$ cat src/rtl/noc_request_axilite_pkg.sv
// noc_request_axilite_pkg: Piton NoC field layout, NC request constants and request FSM states
// Holds the header field positions and widths shared by the request and response bridges,
// the NC load/store message types, the data-size encodings and two small helper functions.
package noc_request_axilite_pkg;
   localparam int NOC_DATA_WIDTH = 64;
   localparam int NOC_CHIPID_WIDTH = 14;
   localparam int NOC_X_WIDTH = 8;
   localparam int NOC_Y_WIDTH = 8;
   localparam int MSG_LENGTH_WIDTH = 8;
   localparam int MSG_TYPE_WIDTH = 8;
   localparam int MSG_MSHRID_WIDTH = 8;
   localparam int MSG_ADDR_WIDTH = 48;
   localparam int MSG_DATA_SIZE_WIDTH = 3;
   // chipid/x/y sit at the same positions in HDR0 (destination) and HDR2 (source)
   localparam int MSG_CHIPID_LO = 50;
   localparam int MSG_X_LO = 42;
   localparam int MSG_Y_LO = 34;
   localparam int MSG_LENGTH_LO = 22;
   localparam int MSG_TYPE_LO = 14;
   localparam int MSG_MSHRID_LO = 6;
   localparam int MSG_ADDR_LO = 16;
   localparam int MSG_DATA_SIZE_LO = 13;
   localparam logic [MSG_TYPE_WIDTH-1:0] MSG_TYPE_NC_LOAD_REQ = 8'd14;
   localparam logic [MSG_TYPE_WIDTH-1:0] MSG_TYPE_NC_STORE_REQ = 8'd15;
   localparam logic [MSG_DATA_SIZE_WIDTH-1:0] MSG_DATA_SIZE_4B = 3'd3;
   localparam logic [MSG_DATA_SIZE_WIDTH-1:0] MSG_DATA_SIZE_8B = 3'd4;
   localparam logic [MSG_DATA_SIZE_WIDTH-1:0] MSG_DATA_SIZE_16B = 3'd5;
   localparam logic [MSG_DATA_SIZE_WIDTH-1:0] MSG_DATA_SIZE_32B = 3'd6;
   localparam logic [MSG_DATA_SIZE_WIDTH-1:0] MSG_DATA_SIZE_64B = 3'd7;

   typedef enum logic [2:0] {IDLE, HDR0, HDR1, HDR2, DATA} req_state_e;
   typedef enum logic {RR_READ, RR_WRITE} rr_e;

   function automatic logic [MSG_DATA_SIZE_WIDTH-1:0] data_size_enc(input int bytes);
      return bytes == 4 ? MSG_DATA_SIZE_4B :
             bytes == 8 ? MSG_DATA_SIZE_8B :
             bytes == 16 ? MSG_DATA_SIZE_16B :
             bytes == 32 ? MSG_DATA_SIZE_32B : MSG_DATA_SIZE_64B;
   endfunction

   // byte-reverse every 64-bit word of a flit
   function automatic logic [NOC_DATA_WIDTH-1:0] swap64(input logic [NOC_DATA_WIDTH-1:0] d);
      logic [NOC_DATA_WIDTH-1:0] r;
      r = '0;
      for (int w = 0; w < NOC_DATA_WIDTH / 64; w++)
         for (int b = 0; b < 8; b++)
            r[w*64 + b*8 +: 8] = d[w*64 + (7-b)*8 +: 8];
      return r;
   endfunction
endpackage

$ cat src/rtl/axilite_req_buf.sv
// axilite_req_buf: single-entry valid/ready holding register
// Ports: clk, rst_n; in_data/in_valid/in_ready upstream handshake (in_ready = !full);
//        clr empties the entry; full/data expose the held beat.
module axilite_req_buf #(
   parameter int DW = 64
) (
   input  logic          clk,
   input  logic          rst_n,
   input  logic [DW-1:0] in_data,
   input  logic          in_valid,
   output logic          in_ready,
   input  logic          clr,
   output logic          full,
   output logic [DW-1:0] data
);
   assign in_ready = !full;

   // clr only happens while full, so in_ready is low then and a refill waits one cycle
   always_ff @(posedge clk or negedge rst_n) begin
      if (!rst_n) begin
         full <= 1'b0;
         data <= '0;
      end else if (clr) begin
         full <= 1'b0;
      end else if (in_valid && in_ready) begin
         full <= 1'b1;
         data <= in_data;
      end
   end
endmodule

$ cat src/rtl/noc_request_axilite.sv
// noc_request_axilite: AXI-Lite AR/AW/W requests to Piton NC load/store request packets
// Ports: clk, rst_n (async, active-low);
//        m_axi_ar*/aw*/w* AXI-Lite request channels (wstrb accepted and ignored);
//        src_*/dst_* quasi-static NoC coordinates placed in HDR2/HDR0;
//        noc_valid_out/noc_data_out/noc_ready_in outgoing flit stream.
module noc_request_axilite
   import noc_request_axilite_pkg::*;
#(
   parameter int AXI_LITE_DATA_WIDTH = 512,
   parameter int AXI_LITE_ADDR_WIDTH = 64,
   parameter bit SWAP_ENDIANESS = 1'b0
) (
   input  logic                             clk,
   input  logic                             rst_n,
   input  logic [AXI_LITE_ADDR_WIDTH-1:0]   m_axi_araddr,
   input  logic                             m_axi_arvalid,
   output logic                             m_axi_arready,
   input  logic [AXI_LITE_ADDR_WIDTH-1:0]   m_axi_awaddr,
   input  logic                             m_axi_awvalid,
   output logic                             m_axi_awready,
   input  logic [AXI_LITE_DATA_WIDTH-1:0]   m_axi_wdata,
   input  logic [AXI_LITE_DATA_WIDTH/8-1:0] m_axi_wstrb,
   input  logic                             m_axi_wvalid,
   output logic                             m_axi_wready,
   input  logic [NOC_CHIPID_WIDTH-1:0]      src_chipid,
   input  logic [NOC_X_WIDTH-1:0]           src_xpos,
   input  logic [NOC_Y_WIDTH-1:0]           src_ypos,
   input  logic [NOC_CHIPID_WIDTH-1:0]      dst_chipid,
   input  logic [NOC_X_WIDTH-1:0]           dst_xpos,
   input  logic [NOC_Y_WIDTH-1:0]           dst_ypos,
   output logic                             noc_valid_out,
   output logic [NOC_DATA_WIDTH-1:0]        noc_data_out,
   input  logic                             noc_ready_in
);
   localparam int N = AXI_LITE_DATA_WIDTH / NOC_DATA_WIDTH;
   localparam int CW = (N > 1) ? $clog2(N) : 1;
   localparam logic [CW-1:0] LAST_CNT = CW'(N - 1);
   localparam logic [MSG_LENGTH_WIDTH-1:0] LD_LEN = MSG_LENGTH_WIDTH'(2);
   localparam logic [MSG_LENGTH_WIDTH-1:0] ST_LEN = MSG_LENGTH_WIDTH'(2 + N);
   localparam logic [MSG_DATA_SIZE_WIDTH-1:0] DSIZE = data_size_enc(AXI_LITE_DATA_WIDTH / 8);

   req_state_e state, next_state;
   rr_e rr_last;
   logic is_wr, grant_wr, rd_pend, wr_pend, fire, last;
   logic ar_full, aw_full, w_full;
   logic [AXI_LITE_ADDR_WIDTH-1:0] ar_addr, aw_addr;
   logic [AXI_LITE_DATA_WIDTH-1:0] w_data;
   logic [CW-1:0] cnt;
   logic [MSG_MSHRID_WIDTH-1:0] mshr_ctr;
   logic [NOC_DATA_WIDTH-1:0] hdr0, hdr1, hdr2, raw, dflit;
   logic unused_wstrb;

   assign unused_wstrb = ^m_axi_wstrb;

   axilite_req_buf #(.DW(AXI_LITE_ADDR_WIDTH)) u_ar (
      .clk(clk), .rst_n(rst_n), .in_data(m_axi_araddr), .in_valid(m_axi_arvalid),
      .in_ready(m_axi_arready), .clr(fire && last && !is_wr), .full(ar_full), .data(ar_addr)
   );
   axilite_req_buf #(.DW(AXI_LITE_ADDR_WIDTH)) u_aw (
      .clk(clk), .rst_n(rst_n), .in_data(m_axi_awaddr), .in_valid(m_axi_awvalid),
      .in_ready(m_axi_awready), .clr(fire && last && is_wr), .full(aw_full), .data(aw_addr)
   );
   axilite_req_buf #(.DW(AXI_LITE_DATA_WIDTH)) u_w (
      .clk(clk), .rst_n(rst_n), .in_data(m_axi_wdata), .in_valid(m_axi_wvalid),
      .in_ready(m_axi_wready), .clr(fire && last && is_wr), .full(w_full), .data(w_data)
   );

   always_ff @(posedge clk or negedge rst_n) begin
      if (!rst_n) begin
         state <= IDLE;
         is_wr <= 1'b0;
         rr_last <= RR_WRITE;
         cnt <= '0;
         mshr_ctr <= '0;
      end else begin
         state <= next_state;
         // every grant records its type, so contended reads and writes alternate
         if (state == IDLE && (rd_pend || wr_pend)) begin
            is_wr <= grant_wr;
            rr_last <= grant_wr ? RR_WRITE : RR_READ;
         end
         if (fire && state == DATA)
            cnt <= last ? '0 : cnt + 1'b1;
         if (fire && state == HDR0)
            mshr_ctr <= mshr_ctr + 1'b1;
      end
   end

   always_comb begin
      rd_pend = ar_full;
      wr_pend = aw_full && w_full;
      grant_wr = wr_pend && (!rd_pend || rr_last == RR_READ);
      noc_valid_out = state != IDLE;
      fire = noc_valid_out && noc_ready_in;
      last = is_wr ? (state == DATA && cnt == LAST_CNT) : state == HDR2;
      next_state = state;
      case (state)
         IDLE:    next_state = (rd_pend || wr_pend) ? HDR0 : IDLE;
         HDR0:    next_state = fire ? HDR1 : HDR0;
         HDR1:    next_state = fire ? HDR2 : HDR1;
         HDR2:    next_state = fire ? (is_wr ? DATA : IDLE) : HDR2;
         DATA:    next_state = (fire && last) ? IDLE : DATA;
         default: next_state = IDLE;
      endcase
   end

   // every flit source is registered or quasi-static, so the output holds during stalls
   always_comb begin
      hdr0 = '0;
      hdr0[MSG_CHIPID_LO +: NOC_CHIPID_WIDTH] = dst_chipid;
      hdr0[MSG_X_LO +: NOC_X_WIDTH] = dst_xpos;
      hdr0[MSG_Y_LO +: NOC_Y_WIDTH] = dst_ypos;
      hdr0[MSG_LENGTH_LO +: MSG_LENGTH_WIDTH] = is_wr ? ST_LEN : LD_LEN;
      hdr0[MSG_TYPE_LO +: MSG_TYPE_WIDTH] = is_wr ? MSG_TYPE_NC_STORE_REQ : MSG_TYPE_NC_LOAD_REQ;
      hdr0[MSG_MSHRID_LO +: MSG_MSHRID_WIDTH] = mshr_ctr;
      hdr1 = '0;
      hdr1[MSG_ADDR_LO +: MSG_ADDR_WIDTH] = MSG_ADDR_WIDTH'(is_wr ? aw_addr : ar_addr);
      hdr1[MSG_DATA_SIZE_LO +: MSG_DATA_SIZE_WIDTH] = DSIZE;
      hdr2 = '0;
      hdr2[MSG_CHIPID_LO +: NOC_CHIPID_WIDTH] = src_chipid;
      hdr2[MSG_X_LO +: NOC_X_WIDTH] = src_xpos;
      hdr2[MSG_Y_LO +: NOC_Y_WIDTH] = src_ypos;
      raw = w_data[cnt * NOC_DATA_WIDTH +: NOC_DATA_WIDTH];
      dflit = SWAP_ENDIANESS ? swap64(raw) : raw;
      noc_data_out = state == HDR0 ? hdr0 :
                     state == HDR1 ? hdr1 :
                     state == HDR2 ? hdr2 :
                     state == DATA ? dflit : '0;
   end
endmodule
$ cat config.mk
export PLATFORM = sky130hd
export DESIGN_NAME = noc_request_axilite
export DESIGN_NICKNAME = d
export VERILOG_FILES = /design/src/rtl/noc_request_axilite_pkg.sv /design/src/rtl/axilite_req_buf.sv /design/src/rtl/noc_request_axilite.sv
export SDC_FILE = /design/constraint.sdc
export NUM_CORES = 1
export LEC_CHECK = 0
export BUFFER_PORTS_ARGS = -buffer_cell sky130_fd_sc_hd__buf_4
export CORE_AREA = 8 8 321 323
export CTS_CLUSTER_SIZE = 8
export DETAILED_ROUTE_END_ITERATION = 16
export DIE_AREA = 0 0 329 331
export PLACE_DENSITY = 0.59
export RECOVER_POWER = 50
export SLEW_MARGIN = 20
export SYNTH_ARGS = -nofsm -noshare
export SYNTH_HDL_FRONTEND = slang
export SYNTH_SLANG_ARGS = --single-unit
$ cat constraint.sdc
create_clock -name clk -period 5.5 [get_ports clk]
set_input_delay 0.275 -clock clk [delete_from_list [all_inputs] [get_ports clk]]
set_output_delay 0.275 -clock clk [all_outputs]
set_load 0.05 [all_outputs]
Yosys cells after proc, flatten, opt, wreduce, memory -nomap -nowiden --
Cells that the tools add are included.
Cells by class: add/sub/neg operators 2, equal/unequal tests 5, divide/modulo/power cells 0, muxes and demuxes 23, $lt $le $gt $ge 0, reduce and logical (&&, ||, !) cells 27, shift operators 1, $mul 0, bitwise gates (word level) 3
Operator list (count):
- $shiftx 512x10->64 | 1
- $mux 64 | 4
- $mux 48 | 1
- $pmux 3 s5 | 1
- $logic_and 1x1->1 | 13
- $mux 3 | 4
- $mux 1 | 11
- $add 8x1->8 const B | 1
- $eq 3x2->1 const B | 2
- $eq 3x3->1 const B | 2
- $reduce_and 2->1 | 3
- $reduce_bool 2->1 | 3
- $logic_not 1->1 | 4
- $mux 4 | 1
- $add 3x1->3 const B | 1
- $eq 3x1->1 const B | 1
- $logic_not 3->1 | 1
- $not 1->1 | 3
- $reduce_bool 3->1 | 1
- $logic_or 1x1->1 | 2
- $mux 2 | 1
Word-level totals: register bits 627, memory bits (read-only) 0, output and inout port bits 68, memories kept 0, word-level logic and storage cells 72, latch bits 0, bits of input ports 770, RAM bits 0

Logic depth before layout (Yosys ltp) --
word-level depth 7, depth in mapped cells 8, gate-level depth less buffers 6

Cells and area by module --
Synthesis repeated with hierarchy kept, for this count alone.
Unflattened totals: cell total of the unflattened synthesis 2161, area, all modules 32193.4 um^2
Modules (own cells, without submodules):
- axilite_req_buf (u_w) | area each 20021.7 um^2, times used 1, cells each 1086, sequential area each 12837.3 um^2
- noc_request_axilite | area each 6716.4 um^2, times used 1, cells each 795, sequential area each 401.6 um^2
- axilite_req_buf (u_ar ...) | area each 2727.6 um^2, times used 2, cells each 140, sequential area each 1626.6 um^2

Least setup slack after synthesis --
Ideal clock, no wire load.
kind reg2out, start point reg state[0], end point out noc_data_out[24], slack 2.889 ns, arrival time 2.336 ns, path buffers 2, data required time 5.225 ns, stages on the path, launching flop included 5, cell sequence dfrtp_1 > or3b_2 > clkbuf_1 > clkbuf_1 > o21ai_0
On the way: word-level cells in the longest chain between the ends 5, elaborated cells between the ends (all ways) 8, classes of those cells 4 x eq/ne; 4 x mux
RTL lines:
- from (decl) | line noc_request_axilite.sv:42 | req_state_e state, next_state;
- from (signal assigned) | line noc_request_axilite.sv:76 | state <= next_state;
- $eq 3x3->1 | line noc_request_axilite.sv:128 | state == DATA ? dflit : '0;
- $mux 64 | line noc_request_axilite.sv:128
- $mux 64 | line noc_request_axilite.sv:127 | state == HDR2 ? hdr2 :
- $mux 64 | line noc_request_axilite.sv:126 | state == HDR1 ? hdr1 :
- $mux 64 (*) | line noc_request_axilite.sv:125 | noc_data_out = state == HDR0 ? hdr0 :
- to (decl) | line noc_request_axilite.sv:32 | output logic [NOC_DATA_WIDTH-1:0] noc_data_out,
Mark *: on every way between the ends. The rest lies on a longest branch, timed or not.

Final worst setup path --
start point reg state[0], end point out noc_data_out[23]
The elaborated chain is that of the path after synthesis.

==> run_results.csv <==
group,metric,value,unit
clock_tree,cts_buffer_depth,3,
layout,regArea,15700,µm²
routing,via_per_inst,4.79,
worst_setup_path,slowest_delay,1.16,ns
synth,ys_seq_area_share,51.9,%
worst_setup_path,rr_worst_depth,4,
global_routing,overflow,0,
die,die_w,329,µm
synth,async_reset_ff_share,100,%
placement,dp_hpwl,77000,µm
routing,routed_wl,113000,µm
placement,dp_cells,4008,
flow_run,maxCapViolations,5,
layout,final_cells,4754,
synth,synth_top_cell_by_area,"dfrtp_1",
worst_setup_path,worst-setup-path-type,"reg2out",
clock_tree,clkLatencyLatePin,0.65,ns
synth,yosysMostFrequentCell,"dfrtp_1",
sta,tightest_slew,2.64,ns
worst_setup_path,cp_data_required_time,5.22,ns
sta,skew,0.0324,ns
die,coreArea,97700,µm²
clock_tree,cts_setup_buffers,0,
power,powerDensity,367,nW/µm²
placement,io_buffers,741,
min_path,hp-start,"m_axi_wdata[75]",
sta,fmax,0.223,GHz
worst_setup_path,start_kind,"flip-flop",
clock_tree,cts.root.buffer_cell,"clkbuf_16",
power,leakage,21.8,nW
die,rows,115,
sta,finalMaxSlewViolations,247,
layout,drive_gt1_share,36.4,%
synth,synth_top_flop_cell,"dfrtp_1",
worst_setup_path,cp_slowest_cell,"or3b_1",
worst_setup_path,timing.rr.start,"state[2]",
synth,synthCells,2089,
worst_setup_path,crit_buf_inv,2,
min_path,hp-class,"in2reg",
sta,setup_viol,0,
global_routing,grt_pass1_vias,25800,
routing,avgRoutedWirePerCell,23.7,µm
worst_setup_path,crit_arrival,4.22,ns
worst_setup_path,path_cells,"clkbuf_2, or3b_1, a21oi_1, nand3_1, o211ai_1, buf_4",
sta,fin_crit,4.49,ns
min_path,min_to,"u_w.data[75]",
routing,drt_pass1_iterations,5,
die,ios,838,
die,dieArea,109000,µm²
sta,hold_violations,0,
clock_tree,holdBufCountCts,613,
sta,fin_tns_setup,0,ns
clock_tree,tritoncts,"yes",
clock_tree,cts.clk_slew.worst_paths,0.05,ns
worst_setup_path,crit_path_end_kind,"output pin",
die,start_util,30.9,%
global_routing,antenna_found_initial,19,
placement,gp_congestion,0.814,
layout,area.growth.synth_to_final,50.6,%
die,die_h,331,µm
layout,fillers,8636,
synth,syn_nets,2862,
min_path,hold_depth,3,
worst_setup_path,cp_max_fo,62,
layout,final_nets,4198,
clock_tree,ctsHtreeMaxLevel,3,
synth,syn_area,30200,µm²
synth,synth-edff-count,0,
synth,synth_cell_type_count,47,
sta,fin_crit_sh,81.7,%
synth,netlist_top_cells_count,"dfrtp_1 (626), mux2_1 (280), mux2i_1 (236)",
global_routing,grt_max_degree,148,
routing,drt_iter0_markers,1372,
sta,slew_headroom,-76.3,%
synth,synthTopCellsByArea,"dfrtp_1 (52%), mux2_4 (11%), mux2_1 (10%)",
run_status,violations,"max-capacitance violations, max-slew violations",
routing,drc,0,
run_status,outcome,"complete, but fails checks",
synth,ys_seq_elements,627,
synth,yosys.area.top_type_share,51.8,%
synth,yosysWarnings,0,
routing,drtAntennaViolNets,0,
layout,multiInputGateArea,13400,µm²
power,ir_worst_vdd,0.000277,V
clock_tree,cts_sinks,627,
routing,num_vias,22800,
synth,synth.avg_cell_area,14.5,µm²
global_routing,grt_util_all_layers,20.0,%
worst_setup_path,path_delay_family,"simple AND/OR/NAND/NOR gates",
global_routing,grt_pass1_wl,165000,µm
sta,rsz0062_at_grt,"no",
worst_setup_path,rrSetupSlack,1.46,ns
clock_tree,ctsResizeCount,0,
clock_tree,cts_made_buffers,89,
worst_setup_path,reg2reg_to,"u_ar.data[23]",
worst max-delay path by stage:
| stage | startpoint | end | slack, ns | cells past startpoint |
|---|---|---|---|---|
| 3_3_place_gp | state[2] | noc_data_out[63] | 1.88 | 5 |
| 4_1_cts | state[2] | noc_data_out[63] | 1.15 | 5 |
| 2_1_floorplan | state[0] | noc_data_out[24] | 2.89 | 4 |
| 3_5_place_dp | state[2] | noc_data_out[63] | 1.90 | 5 |
| 6_report | state[0] | noc_data_out[23] | 1.01 | 6 |
| 5_1_grt | state[0] | noc_data_out[23] | 0.84 | 6 |
state kept, by name (all words and copies together) (netlist names), 3 cells and up:
register   cells
u_aw.data     48
mshr_ctr       8
cnt            3
u_w.data     512
u_ar.data     48
state          3
placed cells by master, fill, tap and decap left out, types with 51 or more instances in the layout:
master / n
a22oi_1: 99
buf_4: 767
mux2_1: 281
mux2_4: 219
dfrtp_1: 619
nand3_1: 51
dlygate4sd3_1: 613
mux2i_1: 236
mux2_2: 109
clkbuf_16: 90
where the power goes:
part           total (W)  switching (W)  internal [W]
logic            0.00591        0.00332       0.00258
registers        0.00574       0.000527       0.00522
clock network    0.00505        0.00203       0.00302
total             0.0167        0.00588        0.0108
cells by family after synthesis:
family / count (synthesis) / synth area share [%]
mux: 867 / 34.9
buf+inv: 162 / 3.77
flops: 627 / 51.9
xor+xnor: 8 / 0.232
simple gates: 183 / 3.34
fa+ha+maj: 3 / 0.124
compound gates: 239 / 5.73
per-stage QoR:
stage	setup WS, ns	hold slack, ns	power [W]	cell area (µm²)	utilization (%)
6_report	1.01	0.381	0.0167	45500	46.6
5_1_grt	0.839	0.355	0.0174	45500	46.6
4_1_cts	1.15	0.263	0.0169	45500	46.6
3_5_place_dp	1.90	0.363	0.0113	36900	37.8
3_3_place_gp	1.88	0.374	0.0113	36900	37.7
2_1_floorplan	2.89	-0.0206	0.00918	30200	-
layout make-up:
| type | instances | area share [%] |
|---|---|---|
| Inverter | 5 | 0.0412 |
| Antenna cell | 21 | 0.115 |
| Clock inverter | 7 | 0.308 |
| Clock buffer | 105 | 5.09 |
| Tap cell | 1287 | 3.54 |
| Sequential cell | 627 | 34.5 |
| Timing Repair Buffer | 1402 | 26.8 |
| Multi-Input combinational cell | 1300 | 29.5 |
worst min-delay path, stage by stage:
cell	delay, ns
dlygate4sd3_1	0.52
buf_4	0.09
mux2_1	0.10
routing by layer:
metal  track usage [%]  share of wire [%]  routed length (µm)  vias up
met1              24.7                 41               46500    11500
met2              34.5                 50               56100      760
li1                  -                  -                   -    10400
met4              6.52                2.8                3170        2
met3              4.84                6.2                7040      178
met5                 0              0.012                  13        -
Note: power is estimated with default switching activity, not from simulation.
